File: src/rtl/drive_mode_ctrl.sv
// Registered power/run/moving-state controller arbitrating manual logic and an auto-pilot source.
// Define IDLE_OFF_EN to enable automatic power-off after IDLE_CYC cycles idling in NSTART.
module drive_mode_ctrl #(
  parameter int unsigned PWR_HOLD_CYC = 100_000_000,
  parameter int unsigned TURN_CYC     = 90_000_000
`ifdef IDLE_OFF_EN
  , parameter int unsigned IDLE_CYC   = 500_000_000
`endif
) (
  input  logic       clk,
  input  logic       rst,
  input  logic       power_btn,
  input  logic [1:0] mode_sel,
  input  logic [1:0] man_next_state,
  input  logic [3:0] man_next_moving,
  input  logic       man_power,
  input  logic       auto_valid,
  input  logic [3:0] auto_cmd,
  output logic       auto_ready,
  output logic       power,
  output logic [1:0] state,
  output logic [3:0] moving_state,
  output logic       active_mode
);
  localparam int unsigned HOLD_W = $clog2(PWR_HOLD_CYC + 1);
  localparam int unsigned TURN_W = $clog2(TURN_CYC + 1);
`ifdef IDLE_OFF_EN
  localparam int unsigned IDLE_W = $clog2(IDLE_CYC + 1);
`endif

  localparam logic [1:0] S_NSTART = 2'b00;
  localparam logic [1:0] S_START  = 2'b01;
  localparam logic [1:0] S_MOVING = 2'b10;
  localparam logic [3:0] M_NONE   = 4'b0000;
  localparam logic [3:0] M_FWD    = 4'b0001;
  localparam logic [3:0] M_LEFT   = 4'b0010;
  localparam logic [3:0] M_RIGHT  = 4'b0100;

  typedef enum logic [1:0] {P_OFF, P_WAIT_REL, P_ON, P_WAIT_REL_OFF} pwr_state_e;

  pwr_state_e        r_pst, w_pst_nxt;
  logic [HOLD_W-1:0] r_hold_cnt, w_hold_nxt;
  logic [TURN_W-1:0] r_turn_cnt, w_turn_nxt;
  logic              r_power, w_power_nxt;
  logic [1:0]        r_state, w_state_nxt;
  logic [3:0]        r_moving, w_moving_nxt;
  logic              r_active, w_active_nxt;
  logic              r_turning, w_turning_nxt;
  logic              r_ready, w_ready_nxt;
  logic              w_off;
  logic              w_cmd_acc;
`ifdef IDLE_OFF_EN
  logic [IDLE_W-1:0] r_idle_cnt, w_idle_nxt;
`endif

  assign w_cmd_acc = auto_valid & r_ready;

  always_ff @(posedge clk) begin
    if (rst) begin
      r_pst      <= P_OFF;
      r_hold_cnt <= '0;
      r_turn_cnt <= '0;
      r_power    <= 1'b0;
      r_state    <= S_NSTART;
      r_moving   <= M_NONE;
      r_active   <= 1'b0;
      r_turning  <= 1'b0;
      r_ready    <= 1'b0;
`ifdef IDLE_OFF_EN
      r_idle_cnt <= '0;
`endif
    end else begin
      r_pst      <= w_pst_nxt;
      r_hold_cnt <= w_hold_nxt;
      r_turn_cnt <= w_turn_nxt;
      r_power    <= w_power_nxt;
      r_state    <= w_state_nxt;
      r_moving   <= w_moving_nxt;
      r_active   <= w_active_nxt;
      r_turning  <= w_turning_nxt;
      r_ready    <= w_ready_nxt;
`ifdef IDLE_OFF_EN
      r_idle_cnt <= w_idle_nxt;
`endif
    end
  end

  always_comb begin
    w_pst_nxt     = r_pst;
    w_hold_nxt    = r_hold_cnt;
    w_turn_nxt    = r_turn_cnt;
    w_power_nxt   = r_power;
    w_state_nxt   = r_state;
    w_moving_nxt  = r_moving;
    w_active_nxt  = r_active;
    w_turning_nxt = r_turning;
    w_off         = 1'b0;
`ifdef IDLE_OFF_EN
    w_idle_nxt    = '0;
`endif
    // Hold-to-toggle; the WAIT states demand a release before the next hold counts
    case (r_pst)
      P_OFF, P_ON: begin
        if (!power_btn) begin
          w_hold_nxt = '0;
        end else if (r_hold_cnt == HOLD_W'(PWR_HOLD_CYC - 1)) begin
          w_hold_nxt = '0;
          if (r_pst == P_OFF) begin
            w_pst_nxt   = P_WAIT_REL;
            w_power_nxt = 1'b1;
          end else begin
            w_pst_nxt = P_WAIT_REL_OFF;
            w_off     = 1'b1;
          end
        end else begin
          w_hold_nxt = r_hold_cnt + HOLD_W'(1);
        end
      end
      P_WAIT_REL:     if (!power_btn) w_pst_nxt = P_ON;
      P_WAIT_REL_OFF: if (!power_btn) w_pst_nxt = P_OFF;
      default:        w_pst_nxt = P_OFF;
    endcase

    // Manual logic stalling the engine
    if (r_power && !r_active && !man_power && !w_off) begin
      w_off      = 1'b1;
      w_pst_nxt  = P_OFF;
      w_hold_nxt = '0;
    end

`ifdef IDLE_OFF_EN
    if (r_pst == P_ON && r_state == S_NSTART) begin
      if (r_idle_cnt != IDLE_W'(IDLE_CYC - 1)) begin
        w_idle_nxt = r_idle_cnt + IDLE_W'(1);
      end else if (!w_off) begin
        w_off      = 1'b1;
        w_pst_nxt  = P_OFF;
        w_hold_nxt = '0;
      end
    end
`endif

    if (w_off) w_power_nxt = 1'b0;

    if (w_off || !r_power) begin
      w_state_nxt   = S_NSTART;
      w_moving_nxt  = M_NONE;
      w_active_nxt  = 1'b0;
      w_turning_nxt = 1'b0;
      w_turn_nxt    = '0;
    end else if (!r_active) begin
      w_state_nxt  = man_next_state;
      w_moving_nxt = man_next_moving;
      if (r_state != S_MOVING && mode_sel == 2'b01) begin
        w_active_nxt = 1'b1;
        w_state_nxt  = S_START;
        w_moving_nxt = M_NONE;
      end
    end else begin
      // Auto: brake beats a command, a command beats turn expiry
      if (man_next_state == S_NSTART) begin
        w_state_nxt   = S_NSTART;
        w_moving_nxt  = M_NONE;
        w_turning_nxt = 1'b0;
        w_turn_nxt    = '0;
      end else if (w_cmd_acc) begin
        case (auto_cmd)
          M_FWD: begin
            w_state_nxt  = S_MOVING;
            w_moving_nxt = M_FWD;
          end
          M_LEFT, M_RIGHT: begin
            w_state_nxt   = S_MOVING;
            w_moving_nxt  = auto_cmd;
            w_turning_nxt = 1'b1;
            w_turn_nxt    = TURN_W'(TURN_CYC - 1);
          end
          M_NONE: begin
            w_state_nxt  = S_START;
            w_moving_nxt = M_NONE;
          end
          default: ;
        endcase
      end else if (r_turning) begin
        if (r_turn_cnt == '0) begin
          w_turning_nxt = 1'b0;
          w_moving_nxt  = M_FWD;
        end else begin
          w_turn_nxt = r_turn_cnt - TURN_W'(1);
        end
      end
      if (r_state != S_MOVING && mode_sel != 2'b01) begin
        w_active_nxt  = 1'b0;
        w_turning_nxt = 1'b0;
        w_turn_nxt    = '0;
      end
    end

    w_ready_nxt = w_power_nxt & w_active_nxt & ~w_turning_nxt;
  end

  assign auto_ready   = r_ready;
  assign power        = r_power;
  assign state        = r_state;
  assign moving_state = r_moving;
  assign active_mode  = r_active;
endmodule

File: config.mk
export PLATFORM = sky130hd
export DESIGN_NAME = drive_mode_ctrl
export DESIGN_NICKNAME = d
export VERILOG_FILES = /design/src/rtl/drive_mode_ctrl.sv
export SDC_FILE = /design/constraint.sdc
export NUM_CORES = 1
export LEC_CHECK = 0
export CORE_UTILIZATION = 53
export DETAILED_ROUTE_END_ITERATION = 8
export GPL_ROUTABILITY_DRIVEN = 0
export PLACE_DENSITY_LB_ADDON = 0.05
export SETUP_SLACK_MARGIN = 0.05
export SLEW_MARGIN = 20
export SYNTH_ARGS = -nofsm -noshare
export SYNTH_HDL_FRONTEND = slang
export SYNTH_SLANG_ARGS = --single-unit
export TNS_END_PERCENT = 20
File: constraint.sdc
create_clock -name clk -period 2.3 [get_ports clk]
set_input_delay 0.23 -clock clk [delete_from_list [all_inputs] [get_ports clk]]
set_output_delay 0.23 -clock clk [all_outputs]
set_load 0.1 [all_outputs]
Word level (Yosys, flattened, before mapping)
Cells that the tools add are included.
{"block": "word_totals", "ff_bits": 66, "in_bits": 17, "output_inout_bits": 9, "word_cells": 108}
{"block": "op_classes", "n_addsub": 2, "eq_ne": 21, "muxes": 48, "bitwise": 4, "reduce_logical": 24}
{"op": "27-bit two-way mux", "count": 8}
{"op": "27-bit by 1-bit adder with 27-bit output (second input constant)", "count": 1}
{"op": "27-bit equality test (second input constant)", "count": 1}
{"op": "27-bit logical NOT", "count": 1}
{"op": "27-bit by 1-bit subtractor with 27-bit output (second input constant)", "count": 1}
{"op": "4-bit two-way mux", "count": 6}
{"op": "1-bit two-way mux", "count": 22}
{"op": "2-bit two-way mux", "count": 9}
{"op": "4-bit by 1-bit != test with 1-bit output (second input constant)", "count": 3}
{"op": "4-bit case mux with 3 select lines", "count": 1}
{"op": "2-bit != test (second input constant)", "count": 5}
{"op": "4-bit AND reduction", "count": 2}
{"op": "2-bit OR reduction", "count": 4}
{"op": "6-bit by 2-bit != test with 1-bit output (second input constant)", "count": 1}
{"op": "2-bit case mux with 3 select lines", "count": 1}
{"op": "1-bit logical AND", "count": 5}
{"op": "2-bit by 1-bit equality test with 1-bit output (second input constant)", "count": 2}
{"op": "2-bit equality test (second input constant)", "count": 2}
{"op": "4-bit by 1-bit equality test with 1-bit output (second input constant)", "count": 1}
{"op": "4-bit by 2-bit equality test with 1-bit output (second input constant)", "count": 1}
{"op": "4-bit by 3-bit equality test with 1-bit output (second input constant)", "count": 1}
{"op": "1-bit logical NOT", "count": 4}
{"op": "2-bit logical NOT", "count": 2}
{"op": "4-bit logical NOT", "count": 1}
{"op": "12 further kinds", "count": 14}

Logic depth before layout (Yosys ltp)
Gate-level depths: netlist of run 1.
{"block": "depth", "word_depth": 12, "mapped_depth": 10, "depth_no_buf": 8}

Worst setup path before layout of run 1
OpenSTA, ideal clock, no wires.
{"block": "synth_path", "path_kind": "register to register", "start": "register r_turn_cnt[0]", "end": "register r_turn_cnt[18]", "setup_time_ns": 0.070, "t_arrival_ns": 2.457, "t_required_ns": 2.230, "path_slack_ns": -0.227, "stages_incl_launch_ff": 11, "path_buffers": 2, "synth_period_minus_slack_ns": 2.527, "cell_sequence": "dfxtp_1 -> inv_1 -> ha_1 -> or4b_4 -> or3_1 -> buf_2 -> or3_4 -> a31oi_4 -> buf_6 -> a21oi_1 -> a21oi_1"}
{"block": "synth_between", "elab_chain_len": 6, "elab_cells_between_ends": 9, "classes_between": "add/sub (1); eq/ne (1); mux (5); reduce/logical (2)"}
{"item": "start: declaration", "line_no": "43", "rtl": "logic [TURN_W-1:0] r_turn_cnt, w_turn_nxt;"}
{"item": "start signal: assignment", "line_no": "75", "rtl": "r_turn_cnt <= w_turn_nxt;"}
{"item": "27-bit by 1-bit subtractor with 27-bit output", "line_no": "189", "rtl": "w_turn_nxt = r_turn_cnt - TURN_W'(1);"}
{"item": "27-bit two-way mux", "line_no": "185", "rtl": "if (r_turn_cnt == '0) begin"}
{"item": "27-bit two-way mux", "line_no": "184", "rtl": "end else if (r_turning) begin"}
{"item": "27-bit two-way mux", "line_no": "166", "rtl": "end else if (w_cmd_acc) begin"}
{"item": "27-bit two-way mux", "line_no": "161", "rtl": "if (man_next_state == S_NSTART) begin"}
{"item": "27-bit two-way mux", "line_no": "192", "rtl": "if (r_state != S_MOVING && mode_sel != 2'b01) begin"}
Several ways; a longest one is shown, not always the timed one. The select of a mux whose other input is x is not followed.
A chain may end at the register's enable or synchronous reset.

Worst setup path after layout of run 1
{"block": "layout_path", "start": "register r_turn_cnt[18]", "end": "register r_turn_cnt[8]"}
{"block": "layout_between", "elab_chain_len": 3}
{"item": "27-bit logical NOT", "line_no": "185"}
{"item": "4-bit by 3-bit != test with 1-bit output (no source line)"}
{"item": "4-bit AND reduction (no source line)"}
Every way passes these cells.

==> impl_metrics.json, run 1 <==
{
  "dieArea_mm2": 0.00730,
  "core_mm2": 0.00676,
  "ys_seq_elements": 66,
  "fin_nets": 590,
  "path_delay_family": "simple AND/OR/NAND/NOR gates",
  "violations": "setup timing",
  "hold_viol": 0,
  "critPathMostFrequentCell": "or3_4",
  "critPathLaunch": "r_turn_cnt[18]",
  "start_util_pct": 54.6,
  "grt_pass1_wl_mm": 16.8,
  "slew_headroom_pct": 60.2,
  "die_w_um": 85.4,
  "pin_count": 26,
  "total_power_mw": 2.57,
  "h-tree-depth": 3,
  "fin_setup_tns_ns": -1.48,
  "grt_max_degree": 30,
  "ctsHoldBuffers": 0,
  "outcome": "finished, violations left",
  "dpl-instance-area_mm2": 0.00449,
  "cp.arrival_ns": 2.65,
  "finalCriticalPeriod_ns": 2.41,
  "root_buffer": "clkbuf_8",
  "worst-path-max-fanout": 6,
  "drcViolationCount": 0,
  "yosysSeqAreaShare_pct": 35.8,
  "end_kind": "register",
  "drv_slew": 0,
  "drive_above_1_share_pct": 26.2,
  "dp.cells": 625,
  "cts.path.max_buffers": 2,
  "crit_slowest_cell": "or4_1",
  "die_height_um": 85.4,
  "path_buf_inv": 2,
  "path_cells": "or4_1 > or3_4 > or3_4 > a31oi_4 > buf_12 > clkbuf_16 > or3_1 > a21oi_1",
  "grt_usage_pct": 28.9,
  "fillCellCount": 530,
  "r2r_slack_ns": -0.11,
  "peakVddDrop_mv": 0.413,
  "endpoint": "r_turn_cnt[8]",
  "synth_area_leaders": "dfxtp_1 (36%), nor2_1 (6.4%), a21oi_1 (5.6%)",
  "postRouteAntennaNets": 0,
  "critical_path_required_ns": 2.54,
  "ys_warn_count": 0,
  "syn_nets": 502,
  "n_antenna_cell": 0,
  "wirelength_mm": 10.8,
  "hpwl_mm": 7.26,
  "rows": 30,
  "clock_skew_ns": 0.00952,
  "reg2reg_to": "r_turn_cnt[8]",
  "cp.depth": 8,
  "synth-async-reset-ratio_pct": 0,
  "antenna_found_initial": 0,
  "grt_setup_unrepaired": "yes",
  "clock_latency_ns": 0.36,
  "cts.sinks": 66,
  "wire_per_inst_um": 16.6,
  "r2r_start": "r_turn_cnt[18]",
  "grt_pass1_vias": 3715,
  "worst_slew_pin_slew_ns": 0.594,
  "max_freq_mhz": 415,
  "max_stage_delay_ns": 0.58,
  "cp-start-kind": "register",
  "synth.top_cell.area_share_pct": 35.8,
  "synth_common_cells": "dfxtp_1 (66), nor2_1 (63), nand2_1 (47)",
  "area_growth_pct": 36.4,
  "clkTransAtPathRegs_ns": 0.08,
  "yosysTopAreaCell": "dfxtp_1",
  "cap_violations": 0,
  "final_cells": 652,
  "reg2reg_depth": 8,
  "drtIter0Drc": 272,
  "cts_buffers": 9,
  "tritoncts": "yes",
  "syn_area_per_cell_um2": 7.70,
  "vias_per_cell": 6.28,
  "hp-class": "reg -> reg",
  "fin_util_pct": 74.5,
  "path_class": "reg -> reg",
  "final_cell_area_mm2": 0.00503,
  "synthFlopType": "dfxtp_1",
  "setup_viol": 23,
  "grt_overflow": 0,
  "setup_slack_ns": -0.111,
  "ys_types": 56,
  "drtPass1Iterations": 5,
  "synth_edf_count": 0,
  "p_leak_nw": 1.87,
  "yosysMostFrequentCell": "dfxtp_1",
  "power_density_mw_per_mm2": 511,
  "synth_cells": 479,
  "period_share_pct": 105,
  "syn_area_mm2": 0.00369,
  "via_count": 4094,
  "port_buffers": 25
}
tightest hold or removal path, cell delays in order (launching register included):
cell      delay (ns)
dfxtp_1         0.32
inv_1           0.05
a211oi_1        0.06
metal layers:
metal	global-route usage, %	routed length [um]
met2	50.3	5560
met1	34.0	4570
met4	13.2	274
met3	6.03	418
met5	0	0
sequential cells by signal, summed over array words and instances (netlist names):
register,count
moving_state,4
active_mode,1
state,2
r_pst,2
r_hold_cnt,27
auto_ready,1
r_turn_cnt,27
power,1
r_turning,1
per-stage QoR:
step / setup WS (ns) / hold slack, ns
floorplan: -0.169 / 0.393
global placement: -0.0451 / 0.457
detailed placement: -0.0949 / 0.462
CTS: -0.0673 / 0.473
global route: -0.177 / 0.504
finish: -0.111 / 0.464
logic make-up (layout without fill, tap and decap cells):
family	count (synthesis)	count (layout)	share of synthesized area, %
compound gates	150	150	26.9
xor+xnor	6	6	1.42
fa+ha+maj	6	6	2.04
buf+inv	34	127	4.04
flops	66	66	35.8
mux	1	1	0.271
simple gates	216	216	29.5
area by class of cell:
cell class                 instances  area (um^2)  share of cell area (%)
clock buffer                      11          163                    3.23
clock inverter                     5          108                    2.14
inverter                          11         41.3                   0.821
multi-input combinational        379         2400                    47.7
sequential                        66         1330                    26.5
tap                               80          100                    1.99
timing repair buffer             100          887                    17.6
power breakdown:
part	switching, mW	internal (mW)
registers	0.00292	1.14
clock network	0.490	0.819
logic	0.0562	0.0614
total	0.550	2.02
cells in the final DEF (no fill, tap or decap), types with 5 or more instances in the layout:
| master | synthesis | routed |
|---|---|---|
| nand3_1 | 12 | 11 |
| a22oi_1 | 7 | 6 |
| o21ai_1 | 11 | 9 |
| or2_2 | 6 | 6 |
| o21ai_0 | 20 | 19 |
| nand2b_1 | 6 | 6 |
| inv_1 | 11 | 9 |
| a211oi_1 | 8 | 6 |
| dfxtp_1 | 66 | 61 |
| nor3_1 | 20 | 19 |
| clkbuf_8 | 0 | 10 |
| a311oi_1 | 17 | 14 |
| nand2_1 | 47 | 46 |
| a31oi_1 | 13 | 12 |
| a21oi_1 | 41 | 37 |
| or4_1 | 10 | 7 |
| buf_4 | 0 | 75 |
| nor2b_1 | 6 | 6 |
| nand4_1 | 8 | 8 |
| nor2_1 | 63 | 62 |
| and2_1 | 6 | 6 |
| or3_1 | 11 | 8 |
| nor4_1 | 6 | 6 |
| clkdlybuf4s50_1 | 0 | 16 |
| xor2_1 | 5 | 5 |
worst min path at each step:
stage               cells past startpoint              end  slack (ns)               start
floorplan                               2  moving_state[3]        0.39  man_next_moving[3]
global placement                        2  moving_state[0]        0.46     moving_state[0]
detailed placement                      2  moving_state[0]        0.46     moving_state[0]
CTS                                     2  moving_state[0]        0.47     moving_state[0]
global route                            2   r_turn_cnt[16]        0.50      r_turn_cnt[16]
finish                                  2  moving_state[0]        0.46     moving_state[0]
what timing repair did:
item	CTS	global route
setup buffers	3	5
setup endpoints to repair	52	53
pin swaps	9	9
cloned	0	3
resized for setup	9	22
Power figures use the tool's default switching activity.
==> run 2: changes to the inputs <==
Settings changed: CORE_UTILIZATION 53 to 40, PLACE_DENSITY set to 0.69, PLACE_DENSITY_LB_ADDON 0.05 to not set.
==> run 2 against run 1 <==
Effect of this change: the flow still finishes with violations (setup timing); design area fell by 5.1%; wire length down 8.4%; setup slack better by 0.0055 ns; cell count increased by 2.6%; total power fell by 15%; combinational power is essentially flat; clock skew up 0.0041 ns; sequential power about the same; clock-buffer cell count unchanged; critical endpoint is now r_turn_cnt[5]; largest cell class unchanged; largest power group is now registers; highest routed layer unchanged.
==> impl_metrics.json, run 2 (synthesized netlist as in run 1, its figures left out) <==
{
  "layout.cells.most_common": "buf_4",
  "grt_pass1_wl_mm": 17.1,
  "critical_path_required_ns": 2.51,
  "antenna_found_initial": 0,
  "fin_nets": 580,
  "root_buffer": "clkbuf_8",
  "via_count": 3907,
  "reg2reg_depth": 10,
  "hpwl_mm": 7.17,
  "clkTransAtPathRegs_ns": 0.07,
  "cts.path.max_buffers": 2,
  "slew_headroom_pct": 65.2,
  "clock_latency_ns": 0.35,
  "critPathLaunch": "r_turn_cnt[0]",
  "cts_buffers": 9,
  "path_class": "reg -> reg",
  "core_mm2": 0.00881,
  "hp-class": "reg -> reg",
  "drcViolationCount": 0,
  "endpoint": "r_turn_cnt[5]",
  "wirelength_mm": 9.91,
  "port_buffers": 25,
  "setup_viol": 26,
  "grt_usage_pct": 21.5,
  "ctsHoldBuffers": 0,
  "final_cell_mix": "buf_4 (66), nor2_1 (62), dfxtp_1 (61)",
  "final_cells": 669,
  "grt_setup_unrepaired": "yes",
  "hold_ws_ns": 0.489,
  "hold_viol": 0,
  "drtPass1Iterations": 5,
  "end_kind": "register",
  "vias_per_cell": 5.84,
  "cap_violations": 0,
  "dp.cells": 652,
  "die_w_um": 98.0,
  "clock_skew_ns": 0.0136,
  "power_density_mw_per_mm2": 459,
  "drtIter0Drc": 183,
  "postRouteAntennaNets": 0,
  "setup_slack_ns": -0.106,
  "pin_count": 26,
  "grt_max_degree": 30,
  "cp-start-kind": "register",
  "dieArea_mm2": 0.00961,
  "drive_above_1_share_pct": 21.7,
  "start_util_pct": 41.9,
  "finalCriticalPeriod_ns": 2.41,
  "cts.sinks": 66,
  "outcome": "finished, violations left",
  "tritoncts": "yes",
  "h-tree-depth": 3,
  "r2r_slack_ns": -0.11,
  "rows": 34,
  "period_share_pct": 105,
  "reg2reg_to": "r_turn_cnt[5]",
  "area_growth_pct": 29.5,
  "max_freq_mhz": 416,
  "r2r_start": "r_turn_cnt[0]",
  "worst-path-max-fanout": 8,
  "p_leak_nw": 1.74,
  "fillCellCount": 791,
  "violations": "setup timing",
  "peakVddDrop_mv": 0.295,
  "grt_pass1_vias": 3787,
  "grt_overflow": 0,
  "drv_slew": 0,
  "cp.arrival_ns": 2.61,
  "worst_slew_pin_slew_ns": 0.519,
  "wire_per_inst_um": 14.8,
  "die_height_um": 98.0,
  "n_antenna_cell": 0
}
-- run 2: changes by cell type in the layout (fill, tap and decap cells not counted), sizes merged --
cell,change
buf,-8
bufinv,-2
clkbuf,-2
clkinv,+1
-- run 2: through the flow --
| stage | TNS (ns) | power [mW] | util (%) | worst slack, ns | instance area [um^2] |
|---|---|---|---|---|---|
| 6_report | -1.77 | 2.19 | 54.2 | -0.106 | 4780 |
| 3_5_place_dp | -3.19 | 1.29 | 51.2 | -0.166 | 4510 |
| 2_1_floorplan | -3.83 | 1.22 | - | -0.169 | 3770 |
| 3_3_place_gp | -1.98 | 1.29 | 51.2 | -0.126 | 4510 |
| 5_1_grt | -3.90 | 2.27 | 54.2 | -0.187 | 4780 |
| 4_1_cts | -1.53 | 2.21 | 53.8 | -0.0838 | 4730 |
-- run 2: power by group --
part / switching [mW] / internal (mW) / total [mW] / leakage, nW
sequential: 0.00293 / 1.14 / 1.15 / 0.535
clock: 0.437 / 0.490 / 0.927 / 0.0929
combinational: 0.0564 / 0.0609 / 0.117 / 1.12
total: 0.497 / 1.69 / 2.19 / 1.74
-- run 2: per-layer routing --
| metal | up-vias | GRT usage (%) | wire length [um] |
|---|---|---|---|
| li1 | 1945 | - | - |
| met1 | 1871 | 25.3 | 4390 |
| met2 | 75 | 37.9 | 4960 |
| met3 | 16 | 5.08 | 414 |
| met4 | 0 | 7.58 | 146 |
| met5 | - | 0 | 0 |
-- run 2: critical path: stages (launching register included) --
cell and delay (ns):
dfxtp_2 0.34, inv_2 0.07, ha_4 0.13, or4b_4 0.45
or3_4 0.34, buf_4 0.18, o31ai_4 0.27, buf_4 0.19
nor2b_1 0.04, o21ai_1 0.12, a31oi_1 0.13
-- run 2: worst min-delay path by stage --
stage,from,end,slack [ns],cells after the start
2_1_floorplan,man_next_moving[3],moving_state[3],0.39,2
6_report,moving_state[0],moving_state[0],0.49,2
3_5_place_dp,moving_state[0],moving_state[0],0.48,2
4_1_cts,moving_state[0],moving_state[0],0.49,2
5_1_grt,r_turn_cnt[17],r_turn_cnt[17],0.51,2
3_3_place_gp,moving_state[0],moving_state[0],0.45,2
-- run 2: repair_timing --
action	4_1_cts	5_1_grt
gates resized for setup	7	10
buffers inserted	2	0
setup endpoints to repair	28	61
pin swaps	10	9
-- run 2: final cells by class --
cell class | count | area (um^2) | area share [%]
clock buffer | 11 | 131 | 2.75
inverter | 11 | 41.3 | 0.865
timing repair buffer | 90 | 776 | 16.2
sequential | 66 | 1330 | 27.9
tap | 108 | 135 | 2.83
multi-input combinational | 379 | 2310 | 48.5
clock inverter | 4 | 45.0 | 0.943
